File: config.mk
export PLATFORM = sky130hd
export DESIGN_NAME = axi4_beat_addr_seq
export DESIGN_NICKNAME = d
export VERILOG_FILES = /design/src/rtl/axi4_beat_addr_seq.sv
export SDC_FILE = /design/constraint.sdc
export NUM_CORES = 1
export LEC_CHECK = 0
export BUFFER_PORTS_ARGS = -buffer_cell sky130_fd_sc_hd__buf_2
export CORE_UTILIZATION = 55
export CTS_BUF_LIST = sky130_fd_sc_hd__clkbuf_16
export CTS_CLUSTER_DIAMETER = 200
export CTS_CLUSTER_SIZE = 8
export DETAILED_ROUTE_END_ITERATION = 16
export PLACE_DENSITY = 0.76
export SYNTH_ARGS = -nofsm -noshare
export SYNTH_HDL_FRONTEND = slang
export SYNTH_SLANG_ARGS = --single-unit
File: constraint.sdc
create_clock -name clk -period 13.1 [get_ports clk]
set_input_delay 1.31 -clock clk [delete_from_list [all_inputs] [get_ports clk]]
set_output_delay 1.31 -clock clk [all_outputs]
set_load 0.01 [all_outputs]
File: src/rtl/axi4_beat_addr_seq.sv
// AXI4 slave-side burst beat sequencer: per-beat address, strobe and last for FIXED/INCR/WRAP.
// Optional burst legality flag on err enabled by defining AXI4_BURST_CHECK_EN.
module axi4_beat_addr_seq #(
  parameter int unsigned AW   = 32,
  parameter int unsigned DW   = 32,
  parameter int unsigned LENW = 8,
  localparam int unsigned NB  = DW / 8
) (
  input  logic            clk,
  input  logic            rst,
  input  logic            cmd_valid,
  output logic            cmd_ready,
  input  logic [AW-1:0]   cmd_addr,
  input  logic [LENW-1:0] cmd_len,
  input  logic [2:0]      cmd_size,
  input  logic [1:0]      cmd_burst,
  input  logic            beat,
  output logic            busy,
  output logic [AW-1:0]   beat_addr,
  output logic [NB-1:0]   beat_strb,
  output logic            beat_last,
  output logic            err
);

  localparam int unsigned LB = $clog2(NB);
  localparam logic [AW-1:0] PAGE_MASK = AW'(12'hFFF);

  typedef enum logic {IDLE, ACTIVE} state_e;

  state_e          state_q;
  logic            ready_q;
  logic [AW-1:0]   addr_q;
  logic [NB-1:0]   strb_q;
  logic            last_q;
  logic [LENW-1:0] cnt_q;
  logic [LENW-1:0] len_q;
  logic [2:0]      size_q;
  logic [1:0]      burst_q;
  logic [AW-1:0]   wb_q;
  logic [AW-1:0]   pb_q;

  logic [2:0]      sz_c;
  logic [AW-1:0]   cmd_mask_c;
  logic [AW-1:0]   cmd_span_c;
  logic [NB-1:0]   strb0_c;
  logic [AW-1:0]   cur_mask_c;
  logic [AW-1:0]   cur_span_c;
  logic [AW-1:0]   addr_d;
  logic [NB-1:0]   strb_d;

  function automatic int unsigned lane(input logic [AW-1:0] a);
    return 32'(a & AW'(NB - 1));
  endfunction

  function automatic logic [NB-1:0] lanes(input int unsigned lo, input int unsigned hi);
    logic [NB-1:0] m;
    m = '0;
    for (int unsigned i = 0; i < NB; i++)
      if (i >= lo && i <= hi) m[i] = 1'b1;
    return m;
  endfunction

  // Beat 0 keeps the unaligned low lane; upper lane follows the aligned address.
  always_comb begin
    sz_c       = (cmd_size > 3'(LB)) ? 3'(LB) : cmd_size;
    cmd_mask_c = (AW'(1) << sz_c) - AW'(1);
    cmd_span_c = (AW'(cmd_len) + AW'(1)) << sz_c;
    strb0_c    = lanes(lane(cmd_addr),
                       lane(cmd_addr & ~cmd_mask_c) + (32'(1) << sz_c) - 1);
  end

  always_comb begin
    cur_mask_c = (AW'(1) << size_q) - AW'(1);
    cur_span_c = (AW'(len_q) + AW'(1)) << size_q;
    addr_d     = addr_q;
    strb_d     = strb_q;
    if (burst_q == 2'd1 || burst_q == 2'd2) begin
      addr_d = (addr_q & ~cur_mask_c) + (cur_mask_c + AW'(1));
      if (burst_q == 2'd1) begin
        if ((addr_d & ~PAGE_MASK) != pb_q) addr_d = pb_q;
      end else begin
        if (addr_d == wb_q + cur_span_c) addr_d = wb_q;
      end
      strb_d = lanes(lane(addr_d), lane(addr_d) + (32'(1) << size_q) - 1);
    end
  end

  always_ff @(posedge clk or posedge rst) begin
    if (rst) begin
      state_q <= IDLE;
      ready_q <= 1'b0;
      addr_q  <= '0;
      strb_q  <= '0;
      last_q  <= 1'b0;
      cnt_q   <= '0;
      len_q   <= '0;
      size_q  <= '0;
      burst_q <= '0;
      wb_q    <= '0;
      pb_q    <= '0;
    end else begin
      case (state_q)
        IDLE: begin
          ready_q <= 1'b1;
          if (cmd_valid && ready_q) begin
            state_q <= ACTIVE;
            ready_q <= 1'b0;
            addr_q  <= cmd_addr;
            strb_q  <= strb0_c;
            last_q  <= (cmd_len == '0);
            cnt_q   <= '0;
            len_q   <= cmd_len;
            size_q  <= sz_c;
            burst_q <= cmd_burst;
            wb_q    <= cmd_addr & ~(cmd_span_c - AW'(1));
            pb_q    <= cmd_addr & ~PAGE_MASK;
          end
        end
        ACTIVE: begin
          if (beat) begin
            if (last_q) begin
              state_q <= IDLE;
              ready_q <= 1'b1;
              strb_q  <= '0;
              last_q  <= 1'b0;
            end else begin
              addr_q <= addr_d;
              strb_q <= strb_d;
              cnt_q  <= cnt_q + LENW'(1);
              last_q <= ((cnt_q + LENW'(1)) == len_q);
            end
          end
        end
        default: state_q <= IDLE;
      endcase
    end
  end

  assign cmd_ready = ready_q;
  assign busy      = (state_q == ACTIVE);
  assign beat_addr = addr_q;
  assign beat_strb = strb_q;
  assign beat_last = last_q;

`ifdef AXI4_BURST_CHECK_EN
  logic          err_q;
  logic          err_c;
  logic [AW-1:0] raw_mask_c;
  logic [AW-1:0] raw_end_c;
  logic          wrap_len_ok_c;

  // Legality uses the raw AxSIZE so an oversize request is still judged as issued.
  always_comb begin
    raw_mask_c    = (AW'(1) << cmd_size) - AW'(1);
    raw_end_c     = cmd_addr + ((AW'(cmd_len) + AW'(1)) << cmd_size) - AW'(1);
    wrap_len_ok_c = (cmd_len == LENW'(1)) || (cmd_len == LENW'(3)) ||
                    (cmd_len == LENW'(7)) || (cmd_len == LENW'(15));
    err_c = (cmd_size > 3'(LB)) || (cmd_burst == 2'd3) ||
            ((cmd_burst == 2'd2) && (!wrap_len_ok_c || ((cmd_addr & raw_mask_c) != '0))) ||
            ((cmd_burst == 2'd1) && ((cmd_addr & ~PAGE_MASK) != (raw_end_c & ~PAGE_MASK)));
  end

  always_ff @(posedge clk or posedge rst) begin
    if (rst)
      err_q <= 1'b0;
    else if (state_q == IDLE && cmd_valid && ready_q)
      err_q <= err_c;
  end

  assign err = err_q;
`else
  assign err = 1'b0;
`endif

endmodule
==> flow_summary.ini <==
[timing]
post-route-period-util = 0.718
tightest_slew_ns = 1.19
finalSetupTns_ns = 0
skew_ns = 0.0159
slew_violations = 0
fin_crit_ns = 9.40
slew-limit-headroom = 0.204
setup_viol_count_final = 0
setup_ws_ns = 3.70
hold_slack_ns = 0.506
hold_viol = 0
rsz0062_at_grt = no
fmax_ghz = 0.106

[routing]
vias = 10400
drtIter0Drc = 1083
drc = 0
route.detailed.wl_per_inst_um = 22.1
routed_via_density = 6.48
ant_nets = 0
routed_wl_um = 35500
dr.pass1.iters = 7

[worst_hold_path]
hp-class = flop to flop

[synth]
ys_types = 92
synthesis.area_um2 = 10500
synth_seq_cells = 112
synthFlopType = dfrtp_1
synthArstFlopShare = 1.00
yosys_warnings = 0
syn_avg_cell_area_um2 = 8.04
synth-seq-area-share = 0.267
synth-edff-count = 0
synthCells = 1307

[finish]
drive_above_1_share = 0.118
fill_cells = 1690
n_antenna_cell = 0
fin_util = 0.612
area_growth_syn_to_layout_pct = 8.88
layout.cells.non_filler = 1607
final_net_count = 1471
post-route-cell-area_um2 = 11400
ff_latch_area_um2 = 2800
multi_input_area_um2 = 7360

[placed_design]
postPlaceCellArea_um2 = 11100
post-dp-hpwl_um = 27000
dp_slack_ns = 3.96
dpl.cell_count = 1591
numPortBuffers = 87
gp_congestion = 1.04

[setup_path]
slowest_stage = dfrtp_1
endpoint_kind = flop
path_common_cell = o21ai_0
critical_path_peak_fanout = 32
critPathMaxStageDelay_ns = 1.02
critPathLaunchType = flop
crit_arrival_ns = 9.65
critical_path_required_ns = 13.35
critPathKind = flop to flop

[floorplanning]
initial_core_util = 0.562
pin_count = 89
dieArea_um2 = 19700
num_rows = 50
die_h_um = 140
dieWidth_um = 140
core_um2 = 18700

[cts]
clockBufferDepth = 2
root_buffer = clkbuf_16
cts_tree = yes
path_clk_slew_ns = 0.08
cts.sinks = 112
cts_hold_buffers = 0
cts_setup_buffers = 0
numCtsBuffers = 9
cts_htree_levels = 3
cts_resized = 0
insertion_delay_ns = 0.38

[flow_run]
drv_cap = 0

[power_and_ir_drop]
p_per_area_nw_per_um2 = 268
power_mw = 3.07
ir_drop_mv = 0.210
p_leak_nw = 5.09

[global_routing]
gr-total-overflow = 0
grt_first_pass_wirelength_um = 54800
grt_max_degree = 70
antenna_found_initial = 2
grt_pass1_vias = 9500
grtUsageTotal = 0.368

[outcome]
status = finished clean
worst max-delay path, delay by kind of cell (launching register included):
family	cells	cell delay, ns
AOI/OAI and AO/OA	19	4.70
xor gates and xnor gates	1	0.16
and+or+nand+nor	10	1.94
DFF	1	1.02
buffers and inverters	2	0.14
adders and majority gates	4	1.28
registers in the layout, indices dropped and copies added (netlist names):
name	cells
wb_q	32
burst_q	2
size_q	3
beat_strb	4
cnt_q	8
busy	1
beat_addr	32
pb_q	20
cmd_ready	1
len_q	8
beat_last	1
cells in the mapped netlist, drive strengths merged (15+ instances only):
master    n  area, µm²
nand2   242        911
dfrtp   112       2800
o21ai   105        526
nor2     95        359
xnor2    80        701
a21oi    56        280
ha       51        638
clkbuf   47        176
mux2i    44        452
inv      39        146
nand3    39        195
xor2     37        324
nor3     35        196
nand4    26        190
and3     22        139
o211ai   20        155
nor4     18        153
or3      17        106
mux2     16        188
a22o     15        131
and4     15        131
kinds of logic (layout without fill, tap and decap cells):
| family | Yosys count | count (layout) | share of synthesized area |
|---|---|---|---|
| AND/OR/NAND/NOR | 563 | 563 | 0.264 |
| AO/OA/AOI/OAI | 288 | 288 | 0.178 |
| other | 2 | 13 | 0.000715 |
| buffers and inverters | 98 | 153 | 0.0377 |
| flip-flops | 112 | 112 | 0.267 |
| adder cells (fa/ha/maj) | 54 | 54 | 0.0664 |
| XOR/XNOR | 130 | 130 | 0.126 |
| multiplexers | 60 | 60 | 0.0608 |
cell usage in the layout (no fill, tap or decap), types with 4 or more instances in the layout:
master / instances
clkbuf_16: 9
o31ai_1: 5
xnor2_1: 80
xnor3_1: 11
nor3_1: 32
and4_1: 15
nand4_1: 23
a21oi_1: 55
a22o_1: 15
nand3_1: 38
mux2_2: 13
nor4_2: 4
o21a_1: 8
and2_1: 9
ha_1: 51
dfrtp_1: 112
buf_2: 87
nand2_1: 241
o211a_1: 8
nor3b_1: 6
o22ai_1: 6
nor2_1: 94
xor2_1: 37
and3_1: 20
nor2b_1: 12
nand3b_1: 6
a31oi_1: 7
o21ai_0: 104
nand2b_1: 7
a211oi_1: 8
nor4_1: 13
mux2i_1: 41
conb_1: 13
buf_4: 11
a21o_1: 8
o211ai_1: 19
or3_1: 17
inv_1: 36
metal layers:
layer  up-vias  routed length (µm)  track usage
met5         -                  12            0
met4         2                 919        0.112
met3        69                3780       0.0817
met2       557               14900        0.538
met1      4991               15900        0.539
li1       4788                   -            -
worst paths after layout:
path	from	end	slack, ns	cells after the start
setup / recovery	size_q[0]$_DFFE_PP0P_	beat_strb[1]$_DFFE_PP0P_	3.70	36
hold / removal	beat_strb[3]$_DFFE_PP0P_	beat_strb[3]$_DFFE_PP0P_	0.51	2
setup reg to reg	size_q[0]$_DFFE_PP0P_	beat_strb[1]$_DFFE_PP0P_	3.70	36
hold reg to reg	beat_strb[3]$_DFFE_PP0P_	beat_strb[3]$_DFFE_PP0P_	0.51	2
max in group asynchronous	rst	wb_q[23]$_DFFE_PP0P_	10.78	3
min in group asynchronous	rst	beat_addr[3]$_DFFE_PP0P_	1.01	2
where the power goes:
group	total [mW]	internal, mW	switching (mW)
clock network	0.302	0.141	0.161
logic	1.97	0.828	1.15
registers	0.792	0.498	0.294
layout make-up:
type	instances	share of cell area
multi-input combinational	1108	0.643
sequential	112	0.245
timing repair buffer	98	0.0453
tap	234	0.0256
clock buffer	9	0.0197
inverter	39	0.0130
clock inverter	7	0.00820
No activity file was read; power rests on OpenSTA's default activity.
